[config.mk]
export PLATFORM = sky130hd
export DESIGN_NAME = srt_divider_ctrl_flat
export DESIGN_NICKNAME = d
export VERILOG_FILES = /design/src/rtl/srt_div_ctrl_pkg.sv /design/src/rtl/srt_divider_ctrl_if.sv /design/src/rtl/srt_iter_counter.sv /design/src/rtl/srt_divider_ctrl.sv /design/src/flat_wrapper.sv
export SDC_FILE = /design/constraint.sdc
export NUM_CORES = 1
export LEC_CHECK = 0
export BUFFER_PORTS_ARGS = -buffer_cell sky130_fd_sc_hd__buf_4
export CAP_MARGIN = 20
export CORE_UTILIZATION = 51
export CTS_CLUSTER_SIZE = 16
export DETAILED_ROUTE_END_ITERATION = 8
export HOLD_SLACK_MARGIN = 0.1
export PLACE_DENSITY = 0.83
export SYNTH_ARGS = -nofsm -noshare
export SYNTH_HDL_FRONTEND = slang
export SYNTH_HIERARCHICAL = 1
export SYNTH_SLANG_ARGS = --single-unit
export TNS_END_PERCENT = 100
[constraint.sdc]
create_clock -name clk -period 5.9 [get_ports clk]
set_clock_uncertainty 0.05 [all_clocks]
set_input_delay 0.295 -clock clk [delete_from_list [all_inputs] [get_ports clk]]
set_output_delay 0.295 -clock clk [all_outputs]
set_load 0.02 [all_outputs]
[src/rtl/srt_div_ctrl_pkg.sv]
// Shared types for the radix-2 SRT divider controller: FSM states, adder/quotient
// mux select encodings and the packed control word driven onto the datapath.
package srt_div_ctrl_pkg;

    typedef enum logic [3:0] {
        IDLE, CLEAR, LOAD, NORM, NOTD, ITER, SAVE, CHECK, CORR, DENORM, DONE
    } state_t;

    // Left (remainder-side) adder operand selects
    localparam logic [1:0] ADD_SEL_CSA    = 2'b00;
    localparam logic [1:0] ADD_SEL_NOTD   = 2'b01;
    localparam logic [1:0] ADD_SEL_D      = 2'b10;
    localparam logic [1:0] ADD_SEL_NOTD_R = 2'b11;

    // Right (quotient-side) adder operand selects
    localparam logic [1:0] Q_SEL_CONV = 2'b00;
    localparam logic [1:0] Q_SEL_CORR = 2'b01;
    localparam logic [1:0] Q_SEL_INV  = 2'b10;

    typedef struct packed {
        logic       busy;
        logic       done;
        logic       div_by_zero;
        logic       divisor_en;
        logic       divisor_lshift;
        logic       notdivisor_en;
        logic       save_reminder;
        logic       sumh_mux_sel;
        logic       sum_en;
        logic       carry_en;
        logic       left_add_mode;
        logic       right_add_mode;
        logic       qcorrect_sel;
        logic       reminder_en;
        logic       reminder_rshift;
        logic       quotient_en;
        logic       counter_mux_sel;
        logic       count_up_down;
        logic       count_load;
        logic       count_en;
        logic       counter_reg_en;
        logic       csa_clear;
        logic [1:0] left_add_sel;
        logic [1:0] right_add_sel;
    } ctl_t;

    // A carry-save divisor is normalised once its top two bits differ
    function automatic logic is_normalised(input logic [1:0] mag);
        return (mag == 2'b01) || (mag == 2'b10);
    endfunction

endpackage

[src/rtl/srt_divider_ctrl_if.sv]
// Issue-side handshake plus datapath status/control bundle of the SRT divider controller.
// master = controller side, slave = issue logic / datapath side.
interface srt_divider_ctrl_if;
    logic       start;
    logic       usigned_i;
    logic       divisor_sign;
    logic       divisor_zero;
    logic [1:0] magnitudeD;
    logic       signS;
    logic       tc;

    logic       busy;
    logic       done;
    logic       div_by_zero;
    logic       usigned;
    logic       divisor_en;
    logic       divisor_lShift;
    logic       notDivisor_en;
    logic       saveReminder;
    logic       sumHMux_sel;
    logic       sum_en;
    logic       carry_en;
    logic       leftAddMode;
    logic       rightAddMode;
    logic       QCorrectBitMux_sel;
    logic       reminder_en;
    logic       reminder_rShift;
    logic       quotient_en;
    logic       counterMux_sel;
    logic       count_upDown;
    logic       count_load;
    logic       count_en;
    logic       counterReg_en;
    logic       csa_clear;
    logic [1:0] leftAddMux_sel;
    logic [1:0] rightAddMux_sel;

    modport master (
        input  start, usigned_i, divisor_sign, divisor_zero, magnitudeD, signS, tc,
        output busy, done, div_by_zero, usigned, divisor_en, divisor_lShift, notDivisor_en,
               saveReminder, sumHMux_sel, sum_en, carry_en, leftAddMode, rightAddMode,
               QCorrectBitMux_sel, reminder_en, reminder_rShift, quotient_en, counterMux_sel,
               count_upDown, count_load, count_en, counterReg_en, csa_clear,
               leftAddMux_sel, rightAddMux_sel
    );

    modport slave (
        output start, usigned_i, divisor_sign, divisor_zero, magnitudeD, signS, tc,
        input  busy, done, div_by_zero, usigned, divisor_en, divisor_lShift, notDivisor_en,
               saveReminder, sumHMux_sel, sum_en, carry_en, leftAddMode, rightAddMode,
               QCorrectBitMux_sel, reminder_en, reminder_rShift, quotient_en, counterMux_sel,
               count_upDown, count_load, count_en, counterReg_en, csa_clear,
               leftAddMux_sel, rightAddMux_sel
    );
endinterface

[src/rtl/srt_iter_counter.sv]
// Loadable down-counter with a registered zero flag; bounds both the normalisation
// shifts and the SRT iteration count.
module srt_iter_counter #(
    parameter int unsigned WIDTH = 32
) (
    input  logic clk,
    input  logic rst,
    input  logic load,
    input  logic dec,
    output logic zero
);
    localparam int unsigned CW = $clog2(WIDTH + 1);

    logic [CW-1:0] count;

    // Decrement saturates at zero so a late dec never wraps
    always_ff @(posedge clk) begin
        if (rst) begin
            count <= '0;
            zero  <= 1'b1;
        end else if (load) begin
            count <= CW'(WIDTH - 1);
            zero  <= (WIDTH == 1);
        end else if (dec && !zero) begin
            count <= count - CW'(1);
            zero  <= (count == CW'(1));
        end
    end
endmodule

[src/rtl/srt_divider_ctrl.sv]
// Control FSM sequencing the radix-2 SRT carry-save divider datapath.
// Optional feature macro: SRT_DIV_ZERO_DETECT_EN (early all-ones quotient on divide by zero).
module srt_divider_ctrl
    import srt_div_ctrl_pkg::*;
#(
    parameter int unsigned WIDTH = 32
) (
    input  logic                  clk,
    input  logic                  rst,
    srt_divider_ctrl_if.master    bus
);
    state_t state, state_nxt;
    ctl_t   ctl;
    logic   usigned_q;
    logic   it_load, it_dec, it_zero;

    srt_iter_counter #(.WIDTH(WIDTH)) u_iter_cnt (
        .clk  (clk),
        .rst  (rst),
        .load (it_load),
        .dec  (it_dec),
        .zero (it_zero)
    );

    always_ff @(posedge clk) begin
        if (rst) state <= IDLE;
        else     state <= state_nxt;
    end

    // Operand type is captured only when a request is accepted
    always_ff @(posedge clk) begin
        if (rst)                         usigned_q <= 1'b0;
        else if (state == IDLE && bus.start) usigned_q <= bus.usigned_i;
    end

`ifdef SRT_DIV_ZERO_DETECT_EN
    logic dz_q;
    always_ff @(posedge clk) begin
        if (rst)                         dz_q <= 1'b0;
        else if (state == IDLE && bus.start) dz_q <= bus.divisor_zero;
    end
`else
    logic unused_divisor_zero;
    assign unused_divisor_zero = bus.divisor_zero;
`endif

    always_comb begin
        ctl       = '0;
        state_nxt = state;
        it_load   = 1'b0;
        it_dec    = 1'b0;
        case (state)
            IDLE: if (bus.start) state_nxt = CLEAR;
            CLEAR: begin
                ctl.csa_clear       = 1'b1;
                ctl.count_load      = 1'b1;
                ctl.counter_mux_sel = 1'b0;
                state_nxt           = LOAD;
`ifdef SRT_DIV_ZERO_DETECT_EN
                if (dz_q) begin
                    ctl.quotient_en    = 1'b1;
                    ctl.right_add_sel  = Q_SEL_INV;
                    ctl.right_add_mode = 1'b0;
                    state_nxt          = DONE;
                end
`endif
            end
            LOAD: begin
                ctl.divisor_en   = 1'b1;
                ctl.sum_en       = 1'b1;
                ctl.sumh_mux_sel = 1'b0;
                it_load          = 1'b1;
                state_nxt        = NORM;
            end
            // Shift until normalised; the counter caps this at WIDTH-1 shifts
            NORM: begin
                if (is_normalised(bus.magnitudeD) || it_zero) begin
                    state_nxt = NOTD;
                end else begin
                    ctl.divisor_lshift = 1'b1;
                    ctl.count_en       = 1'b1;
                    ctl.count_up_down  = 1'b1;
                    it_dec             = 1'b1;
                end
            end
            NOTD: begin
                ctl.left_add_sel   = ADD_SEL_NOTD;
                ctl.left_add_mode  = 1'b1;
                ctl.notdivisor_en  = 1'b1;
                ctl.counter_reg_en = 1'b1;
                it_load            = 1'b1;
                state_nxt          = ITER;
            end
            ITER: begin
                ctl.sumh_mux_sel = 1'b1;
                ctl.sum_en       = 1'b1;
                ctl.carry_en     = 1'b1;
                if (it_zero) state_nxt = SAVE;
                else         it_dec    = 1'b1;
            end
            SAVE: begin
                ctl.save_reminder  = 1'b1;
                ctl.left_add_sel   = ADD_SEL_CSA;
                ctl.left_add_mode  = 1'b0;
                ctl.reminder_en    = 1'b1;
                ctl.right_add_sel  = Q_SEL_CONV;
                ctl.right_add_mode = 1'b1;
                ctl.quotient_en    = 1'b1;
                state_nxt          = CHECK;
            end
            CHECK: begin
                ctl.count_load      = 1'b1;
                ctl.counter_mux_sel = 1'b1;
                state_nxt           = bus.signS ? CORR : DENORM;
            end
            // Negative partial remainder: add back D and step the quotient toward zero
            CORR: begin
                ctl.reminder_en = 1'b1;
                if (!bus.divisor_sign) begin
                    ctl.left_add_sel  = ADD_SEL_D;
                    ctl.right_add_sel = Q_SEL_CORR;
                    ctl.qcorrect_sel  = 1'b1;
                end else begin
                    ctl.left_add_sel  = ADD_SEL_NOTD_R;
                    ctl.qcorrect_sel  = 1'b0;
                end
                state_nxt = DENORM;
            end
            DENORM: begin
                if (bus.tc) begin
                    state_nxt = DONE;
                end else begin
                    ctl.reminder_rshift = 1'b1;
                    ctl.count_en        = 1'b1;
                    ctl.count_up_down   = 1'b0;
                end
            end
            DONE: begin
                ctl.done  = 1'b1;
`ifdef SRT_DIV_ZERO_DETECT_EN
                ctl.div_by_zero = dz_q;
`endif
                state_nxt = IDLE;
            end
            default: state_nxt = IDLE;
        endcase
        ctl.busy = (state != IDLE) && (state != DONE);
    end

    assign bus.busy               = ctl.busy;
    assign bus.done               = ctl.done;
    assign bus.div_by_zero        = ctl.div_by_zero;
    assign bus.usigned            = usigned_q;
    assign bus.divisor_en         = ctl.divisor_en;
    assign bus.divisor_lShift     = ctl.divisor_lshift;
    assign bus.notDivisor_en      = ctl.notdivisor_en;
    assign bus.saveReminder       = ctl.save_reminder;
    assign bus.sumHMux_sel        = ctl.sumh_mux_sel;
    assign bus.sum_en             = ctl.sum_en;
    assign bus.carry_en           = ctl.carry_en;
    assign bus.leftAddMode        = ctl.left_add_mode;
    assign bus.rightAddMode       = ctl.right_add_mode;
    assign bus.QCorrectBitMux_sel = ctl.qcorrect_sel;
    assign bus.reminder_en        = ctl.reminder_en;
    assign bus.reminder_rShift    = ctl.reminder_rshift;
    assign bus.quotient_en        = ctl.quotient_en;
    assign bus.counterMux_sel     = ctl.counter_mux_sel;
    assign bus.count_upDown       = ctl.count_up_down;
    assign bus.count_load         = ctl.count_load;
    assign bus.count_en           = ctl.count_en;
    assign bus.counterReg_en      = ctl.counter_reg_en;
    assign bus.csa_clear          = ctl.csa_clear;
    assign bus.leftAddMux_sel     = ctl.left_add_sel;
    assign bus.rightAddMux_sel    = ctl.right_add_sel;
endmodule

[src/flat_wrapper.sv]
// flat-port wrapper written by rule: the top's interface ports become plain ports
module srt_divider_ctrl_flat import srt_div_ctrl_pkg::*;
#(
    parameter int unsigned WIDTH = 32
)
  (clk, rst, bus_start, bus_usigned_i, bus_divisor_sign, bus_divisor_zero, bus_magnitudeD, bus_signS, bus_tc, bus_busy, bus_done, bus_div_by_zero, bus_usigned, bus_divisor_en, bus_divisor_lShift, bus_notDivisor_en, bus_saveReminder, bus_sumHMux_sel, bus_sum_en, bus_carry_en, bus_leftAddMode, bus_rightAddMode, bus_QCorrectBitMux_sel, bus_reminder_en, bus_reminder_rShift, bus_quotient_en, bus_counterMux_sel, bus_count_upDown, bus_count_load, bus_count_en, bus_counterReg_en, bus_csa_clear, bus_leftAddMux_sel, bus_rightAddMux_sel);
  srt_divider_ctrl_if bus_i ();
  input  logic clk;
  input  logic rst;
  input wire logic [$bits(bus_i.start)-1:0] bus_start;
  input wire logic [$bits(bus_i.usigned_i)-1:0] bus_usigned_i;
  input wire logic [$bits(bus_i.divisor_sign)-1:0] bus_divisor_sign;
  input wire logic [$bits(bus_i.divisor_zero)-1:0] bus_divisor_zero;
  input wire logic [$bits(bus_i.magnitudeD)-1:0] bus_magnitudeD;
  input wire logic [$bits(bus_i.signS)-1:0] bus_signS;
  input wire logic [$bits(bus_i.tc)-1:0] bus_tc;
  output wire logic [$bits(bus_i.busy)-1:0] bus_busy;
  output wire logic [$bits(bus_i.done)-1:0] bus_done;
  output wire logic [$bits(bus_i.div_by_zero)-1:0] bus_div_by_zero;
  output wire logic [$bits(bus_i.usigned)-1:0] bus_usigned;
  output wire logic [$bits(bus_i.divisor_en)-1:0] bus_divisor_en;
  output wire logic [$bits(bus_i.divisor_lShift)-1:0] bus_divisor_lShift;
  output wire logic [$bits(bus_i.notDivisor_en)-1:0] bus_notDivisor_en;
  output wire logic [$bits(bus_i.saveReminder)-1:0] bus_saveReminder;
  output wire logic [$bits(bus_i.sumHMux_sel)-1:0] bus_sumHMux_sel;
  output wire logic [$bits(bus_i.sum_en)-1:0] bus_sum_en;
  output wire logic [$bits(bus_i.carry_en)-1:0] bus_carry_en;
  output wire logic [$bits(bus_i.leftAddMode)-1:0] bus_leftAddMode;
  output wire logic [$bits(bus_i.rightAddMode)-1:0] bus_rightAddMode;
  output wire logic [$bits(bus_i.QCorrectBitMux_sel)-1:0] bus_QCorrectBitMux_sel;
  output wire logic [$bits(bus_i.reminder_en)-1:0] bus_reminder_en;
  output wire logic [$bits(bus_i.reminder_rShift)-1:0] bus_reminder_rShift;
  output wire logic [$bits(bus_i.quotient_en)-1:0] bus_quotient_en;
  output wire logic [$bits(bus_i.counterMux_sel)-1:0] bus_counterMux_sel;
  output wire logic [$bits(bus_i.count_upDown)-1:0] bus_count_upDown;
  output wire logic [$bits(bus_i.count_load)-1:0] bus_count_load;
  output wire logic [$bits(bus_i.count_en)-1:0] bus_count_en;
  output wire logic [$bits(bus_i.counterReg_en)-1:0] bus_counterReg_en;
  output wire logic [$bits(bus_i.csa_clear)-1:0] bus_csa_clear;
  output wire logic [$bits(bus_i.leftAddMux_sel)-1:0] bus_leftAddMux_sel;
  output wire logic [$bits(bus_i.rightAddMux_sel)-1:0] bus_rightAddMux_sel;
  assign bus_i.start = bus_start;
  assign bus_i.usigned_i = bus_usigned_i;
  assign bus_i.divisor_sign = bus_divisor_sign;
  assign bus_i.divisor_zero = bus_divisor_zero;
  assign bus_i.magnitudeD = bus_magnitudeD;
  assign bus_i.signS = bus_signS;
  assign bus_i.tc = bus_tc;
  assign bus_busy = bus_i.busy;
  assign bus_done = bus_i.done;
  assign bus_div_by_zero = bus_i.div_by_zero;
  assign bus_usigned = bus_i.usigned;
  assign bus_divisor_en = bus_i.divisor_en;
  assign bus_divisor_lShift = bus_i.divisor_lShift;
  assign bus_notDivisor_en = bus_i.notDivisor_en;
  assign bus_saveReminder = bus_i.saveReminder;
  assign bus_sumHMux_sel = bus_i.sumHMux_sel;
  assign bus_sum_en = bus_i.sum_en;
  assign bus_carry_en = bus_i.carry_en;
  assign bus_leftAddMode = bus_i.leftAddMode;
  assign bus_rightAddMode = bus_i.rightAddMode;
  assign bus_QCorrectBitMux_sel = bus_i.QCorrectBitMux_sel;
  assign bus_reminder_en = bus_i.reminder_en;
  assign bus_reminder_rShift = bus_i.reminder_rShift;
  assign bus_quotient_en = bus_i.quotient_en;
  assign bus_counterMux_sel = bus_i.counterMux_sel;
  assign bus_count_upDown = bus_i.count_upDown;
  assign bus_count_load = bus_i.count_load;
  assign bus_count_en = bus_i.count_en;
  assign bus_counterReg_en = bus_i.counterReg_en;
  assign bus_csa_clear = bus_i.csa_clear;
  assign bus_leftAddMux_sel = bus_i.leftAddMux_sel;
  assign bus_rightAddMux_sel = bus_i.rightAddMux_sel;
  srt_divider_ctrl #(.WIDTH(WIDTH)) u_core (.clk(clk), .rst(rst), .bus(bus_i));
endmodule
==> results.sh, run 1 <==
export IMPL_die_area_um2=1990
export IMPL_ir_drop_mv=0.218
export IMPL_setup_viol=0
export IMPL_yosys_cell_types_count=44
export IMPL_nFillCells=144
export IMPL_worstSetupPathType="flop to flop"
export IMPL_max_stage_delay_ns=0.65
export IMPL_root_buffer="clkbuf_4"
export IMPL_synth_compound_area_frac=0.204
export IMPL_grt_pass1_wl_um=3190
export IMPL_powerDensity_nw_per_um2=244
export IMPL_core_area_um2=1710
export IMPL_io_pins=37
export IMPL_n_antenna_cell=0
export IMPL_yosysSeqAreaShare=0.259
export IMPL_cpMaxStageDelayCell="dfxtp_1"
export IMPL_clockBufferDepth=2
export IMPL_grt_pass1_vias=761
export IMPL_cts_htree_levels=1
export IMPL_die_x_um=44.6
export IMPL_drv_slew=0
export IMPL_finalCriticalPeriod_ns=2.56
export IMPL_grt_util_all_layers=0.215
export IMPL_cts_resized=0
export IMPL_cts_setup_buffers=0
export IMPL_worst_pin_slew_ns=0.538
export IMPL_vias=886
export IMPL_synth_xor_area_frac=0.0378
export IMPL_grt_max_degree=16
export IMPL_overflow=0
export IMPL_clock_sinks=12
export IMPL_path_cells="inv_4, nor2_4, a21oi_2, nor3_1, or3b_1, or3_1, a211oi_1"
export IMPL_antenna_found_initial=0
export IMPL_yosysWarningCount=6
export IMPL_gp_congestion=0.759
export IMPL_path_delay_family="simple AND/OR/NAND/NOR gates"
export IMPL_synthSimpleGateAreaFrac=0.313
export IMPL_rsz0062_at_grt="no"
export IMPL_drt_drc_violations_left=0
export IMPL_dr_pass1_iters=6
export IMPL_avgSynthCellArea_um2=7.86
export IMPL_p_leak_nw=0.499
export IMPL_port_buffers=33
export IMPL_critPathBufInv=1
export IMPL_utilization=0.672
export IMPL_muxShareOfSynthArea=0.0108
export IMPL_crit_required_ns=6.05
export IMPL_num_rows=15
export IMPL_path_clk_slew_ns=0.07
export IMPL_synth_top_area_cell="dfxtp_1"
export IMPL_hold_path_class="input port to flop"
export IMPL_status="complete, no violations"
export IMPL_netlist_area_leader_share=0.259
export IMPL_synth_top_family_by_area="simple AND/OR/NAND/NOR gates"
export IMPL_start_kind="flop"
export IMPL_cts_tree="built"
export IMPL_critPathMaxFanout=11
export IMPL_max_slew_margin=0.641
export IMPL_final_common_cell="buf_4"
export IMPL_r2r_slack_ns=3.34
export IMPL_die_h_um=44.6
export IMPL_drt_iter0_markers=9
export IMPL_syn_area_um2=927
export IMPL_start_util=0.543
export IMPL_cp_arrival_ns=2.72
export IMPL_syn_inst=118
export IMPL_nets=156
export IMPL_cts_buffers=3
export IMPL_layout_common_cells="buf_4 (33), nor2_1 (13), dfxtp_1 (12)"
export IMPL_dp_hpwl_um=1520
export IMPL_wl_per_cell_um=12.0
export IMPL_clk_latency_ns=0.28
export IMPL_timing_hold_violations_final=0
export IMPL_synth_seq_cells=12
export IMPL_max_cap_violations=0
export IMPL_hold_buffers=0
export IMPL_post_route_period_util=0.435
export IMPL_antenna_left=0
export IMPL_routed_via_density=5.27
export IMPL_synthTopCellsByArea="dfxtp_1 (26%), buf_4 (8.9%), nor2_1 (5.3%)"
export IMPL_area_growth_pct=23.8
export IMPL_max_freq_mhz=390
export IMPL_wl_um=2010
export IMPL_synth_adder_area_share=0.0270
export IMPL_setup_tns_ns=0
export IMPL_layout_drive_gt1_share=0.336
export IMPL_crit_path_end_kind="flop"
through the flow:
stage | total power [W] | cell area, um^2 | hold WS [ns] | setup WS (ns) | instances
2_1_floorplan | 0.000186 | 931 | 0.307 | 3.78 | 119
3_3_place_gp | 0.000212 | 1110 | 0.431 | 3.42 | 164
3_5_place_dp | 0.000216 | 1110 | 0.438 | 3.36 | 164
4_1_cts | 0.000282 | 1150 | 0.200 | 3.36 | 168
5_1_grt | 0.000299 | 1150 | 0.215 | 3.19 | 168
6_report | 0.000280 | 1150 | 0.198 | 3.34 | 168
synthesized netlist by cell type:
cell / instances
and2b_1: 1
o32ai_1: 1
mux2i_1: 1
inv_4: 2
o22a_1: 1
nor3_1: 6
a21boi_1: 1
a21oi_2: 2
ha_1: 2
nand2_1: 8
nor2_1: 13
o21a_1: 1
or4_1: 2
nor2_2: 1
conb_1: 1
nor4_2: 1
o21ai_1: 2
nand3b_1: 1
a21oi_1: 3
nand2b_2: 1
a2bb2oi_1: 1
nand3_1: 2
nand2b_1: 6
o21bai_1: 1
o31ai_1: 2
o41ai_2: 1
a211oi_1: 3
or3b_1: 1
nand3_2: 1
o21ai_0: 2
xor2_1: 1
nor2b_1: 1
buf_4: 11
buf_6: 1
inv_1: 6
dfxtp_1: 12
a41oi_1: 1
or3_1: 2
nor2_4: 2
and3b_1: 1
nor3b_1: 1
a31oi_1: 4
buf_2: 1
xnor2_1: 3
worst paths after layout:
check	start	end	depth (start not counted)
min	bus_usigned_i	u_core/bus.usigned$_SDFFE_PP0P_	3
max	u_core/state[2]$_SDFFE_PP0P_	u_core/u_iter_cnt/count[5]$_SDFFE_PP0P_	7
min reg2reg	u_core/bus.usigned$_SDFFE_PP0P_	u_core/bus.usigned$_SDFFE_PP0P_	2
max reg2reg	u_core/state[2]$_SDFFE_PP0P_	u_core/u_iter_cnt/count[5]$_SDFFE_PP0P_	7
worst register-to-register path: cells and delay by family, from the launching register on:
kind / cells / cell delay [ns]
buffers and inverters: 1 / 0.09
flip-flops: 1 / 0.65
AND/OR/NAND/NOR: 4 / 1.41
AO/OA/AOI/OAI: 2 / 0.28
kinds of logic after synthesis:
kind of cell,after synthesis
and+or+nand+nor,51
AOI/OAI and AO/OA,26
buffers and inverters,21
DFF,12
xor gates and xnor gates,4
adders and majority gates,2
other,1
muxes,1
sequential cells by signal, summed over array words and instances (netlist names):
signal                   flops
u_core/bus.usigned           1
u_core/u_iter_cnt/count      6
u_core/u_iter_cnt/zero       1
u_core/state                 4
layer usage:
metal  vias to the layer above  track usage  wire length (um)
met5                         -            0                 0
met4                         0       0.0909                25
met3                         2       0.0408                84
met2                        20        0.353               978
met1                       408        0.273               923
li1                        456            -                 -
area by class of cell:
class	instances	area, um^2	share of cell area
Inverter	8	35.0	0.0305
Multi-Input combinational cell	86	557	0.485
Sequential cell	12	240	0.209
Clock buffer	4	36.3	0.0316
Timing Repair Buffer	33	248	0.216
Tap cell	25	31.3	0.0273
power breakdown:
part           switching (W)  internal, W
Sequential         0.0000201    0.0000918
Clock              0.0000287    0.0000376
Combinational      0.0000575    0.0000447
Note: power is estimated with default switching activity, not from simulation.
==> run 2, diff against run 1 <==
--- a/config.mk
+++ b/config.mk
@@ -5,13 +5,14 @@
 export SDC_FILE = /design/constraint.sdc
 export NUM_CORES = 1
 export LEC_CHECK = 0
+export ABC_AREA = 1
 export BUFFER_PORTS_ARGS = -buffer_cell sky130_fd_sc_hd__buf_4
 export CAP_MARGIN = 20
-export CORE_UTILIZATION = 51
+export CORE_UTILIZATION = 43
 export CTS_CLUSTER_SIZE = 16
 export DETAILED_ROUTE_END_ITERATION = 8
 export HOLD_SLACK_MARGIN = 0.1
-export PLACE_DENSITY = 0.83
+export PLACE_DENSITY = 0.75
 export SYNTH_ARGS = -nofsm -noshare
 export SYNTH_HDL_FRONTEND = slang
 export SYNTH_HIERARCHICAL = 1
==> constraint.sdc (replaced) <==
create_clock -name clk -period 2.1 [get_ports clk]
set_clock_uncertainty 0.05 [all_clocks]
set_input_delay 0.105 -clock clk [delete_from_list [all_inputs] [get_ports clk]]
set_output_delay 0.105 -clock clk [all_outputs]
set_load 0.02 [all_outputs]
==> results.sh, run 2 <==
export IMPL_status="complete, no violations"
export IMPL_root_buffer="clkbuf_4"
export IMPL_dp_hpwl_um=1640
export IMPL_p_total_w=0.00154
export IMPL_synth_top_area_cell="dfxtp_1"
export IMPL_syn_area_um2=945
export IMPL_powerDensity_nw_per_um2=1250
export IMPL_path_clk_slew_ns=0.08
export IMPL_multi_input_area_um2=520
export IMPL_ys_flop_type="dfxtp_1"
export IMPL_nFillCells=190
export IMPL_worstSetupPathType="flop to flop"
export IMPL_clk_latency_ns=0.28
export IMPL_synth_seq_cells=12
export IMPL_critPathMaxFanout=6
export IMPL_antenna_found_initial=0
export IMPL_syn_inst=157
export IMPL_max_freq_mhz=588
export IMPL_post_route_period_util=0.809
export IMPL_dr_pass1_iters=4
export IMPL_setup_tns_ns=0
export IMPL_overflow=0
export IMPL_yosys_cell_types_count=23
export IMPL_layout_common_cells="nand2_1 (38), buf_4 (33), inv_1 (25)"
export IMPL_final_common_cell="nand2_1"
export IMPL_clockBufferDepth=2
export IMPL_drv_slew=0
export IMPL_setup_viol=0
export IMPL_num_rows=16
export IMPL_nets=202
export IMPL_cts_resized=0
export IMPL_io_pins=37
export IMPL_die_area_um2=2390
export IMPL_yosys_cell_count_top_type="nand2_1"
export IMPL_p_leak_nw=0.710
export IMPL_area_growth_pct=30.1
export IMPL_grt_pass1_vias=833
export IMPL_cts_tree="built"
export IMPL_reg_largest_list="u_core/u_iter_cnt/count: 6 flops, u_core/state: 4 flops"
export IMPL_avgSynthCellArea_um2=6.02
export IMPL_die_x_um=48.9
export IMPL_crit_required_ns=2.26
export IMPL_start_kind="flop"
export IMPL_wl_um=1970
export IMPL_yosysWarningCount=6
export IMPL_wl_per_cell_um=9.13
export IMPL_die_h_um=48.9
export IMPL_finalCriticalPeriod_ns=1.70
export IMPL_async_flop_share=0
export IMPL_netlist_top_cells_count="nand2_1 (38), inv_1 (25), nor2_1 (23)"
export IMPL_grt_util_all_layers=0.172
export IMPL_cts_setup_buffers=0
export IMPL_clock_sinks=12
export IMPL_routed_via_density=4.56
export IMPL_n_antenna_cell=0
export IMPL_max_cap_violations=0
export IMPL_core_area_um2=2020
export IMPL_seq_area_um2=240
export IMPL_netlist_area_leader_share=0.254
export IMPL_largest_reg_flops=6
export IMPL_timing_hold_violations_final=0
export IMPL_layout_drive_gt1_share=0.317
export IMPL_grt_max_degree=10
export IMPL_regMostFlops="u_core/u_iter_cnt/count"
export IMPL_synthTopCellsByArea="dfxtp_1 (25%), nand2_1 (15%), inv_1 (9.9%)"
export IMPL_cts_buffers=3
export IMPL_vias=986
export IMPL_drt_iter0_markers=18
export IMPL_gp_congestion=0.858
export IMPL_ir_drop_mv=0.900
export IMPL_cp_arrival_ns=1.86
export IMPL_hold_path_class="input port to flop"
export IMPL_antenna_left=0
export IMPL_synth_edff_count=0
export IMPL_crit_path_end_kind="flop"
export IMPL_rsz0062_at_grt="no"
export IMPL_cts_htree_levels=1
export IMPL_port_buffers=33
export IMPL_start_util=0.467
export IMPL_grt_pass1_wl_um=3340
export IMPL_drt_drc_violations_left=0
export IMPL_yosysSeqAreaShare=0.254
[run 2: cells by family after synthesis]
| kind of cell | after synthesis | share of synthesized area |
|---|---|---|
| buffers and inverters | 41 | 0.199 |
| flip-flops | 12 | 0.254 |
| AO/OA/AOI/OAI | 10 | 0.0570 |
| adder cells (fa/ha/maj) | 2 | 0.0265 |
| other | 1 | 0.00397 |
| AND/OR/NAND/NOR | 91 | 0.460 |
[run 2: repair_timing]
action / 4_1_cts / 5_1_grt
hold endpoints to repair: 8 / 0
setup endpoints to repair: 0 / 0
hold buffers: 3 / 0
[run 2: final timing paths]
check	start	slack, ns	depth (start not counted)	endpoint
max	u_core/state[1]$_SDFFE_PP0P_	0.40	6	u_core/bus.usigned$_SDFFE_PP0P_
min	bus_signS	0.29	8	u_core/state[0]$_SDFFE_PP0P_
max reg2reg	u_core/state[1]$_SDFFE_PP0P_	0.40	6	u_core/bus.usigned$_SDFFE_PP0P_
min reg2reg	u_core/u_iter_cnt/count[1]$_SDFFE_PP0P_	0.45	2	u_core/u_iter_cnt/count[1]$_SDFFE_PP0P_
[run 2: stage by stage]
step	util	hold WS [ns]	instances	worst slack [ns]	area [um^2]
6_report	0.608	0.289	216	0.400	1230
5_1_grt	0.608	0.353	216	0.182	1230
4_1_cts	0.608	0.281	216	0.406	1230
3_5_place_dp	0.575	0.275	209	0.425	1160
3_3_place_gp	0.575	0.273	209	0.482	1160
2_1_floorplan	-	0.124	158	0.463	948
[run 2: final cells by class]
cell class | instances | area share
timing repair buffer | 36 | 0.226
inverter | 32 | 0.0978
multi-input combinational | 105 | 0.424
clock buffer | 4 | 0.0295
tap | 27 | 0.0275
sequential | 12 | 0.196
[run 2: layer usage]
metal,share of wire,global-route usage,vias to the layer above
li1,-,-,525
met1,0.48,0.236,423
met2,0.44,0.273,36
met3,0.067,0.0343,2
met4,0.0086,0.0490,0
met5,0,0,-
[run 2: critical path, stage by stage, from the launching register on]
cell and delay, ns:
dfxtp_1 0.38, nor2_1 0.17, inv_2 0.07, nor2_2 0.17, nand3_1 0.10, a21oi_1 0.15
dlygate4sd3_1 0.55
[run 2: report_power, final]
part / internal (W) / leakage, nW / switching [W]
registers: 0.000300 / 0.0988 / 0.0000885
clock network: 0.000105 / 0.0210 / 0.0000777
logic: 0.000362 / 0.590 / 0.000604
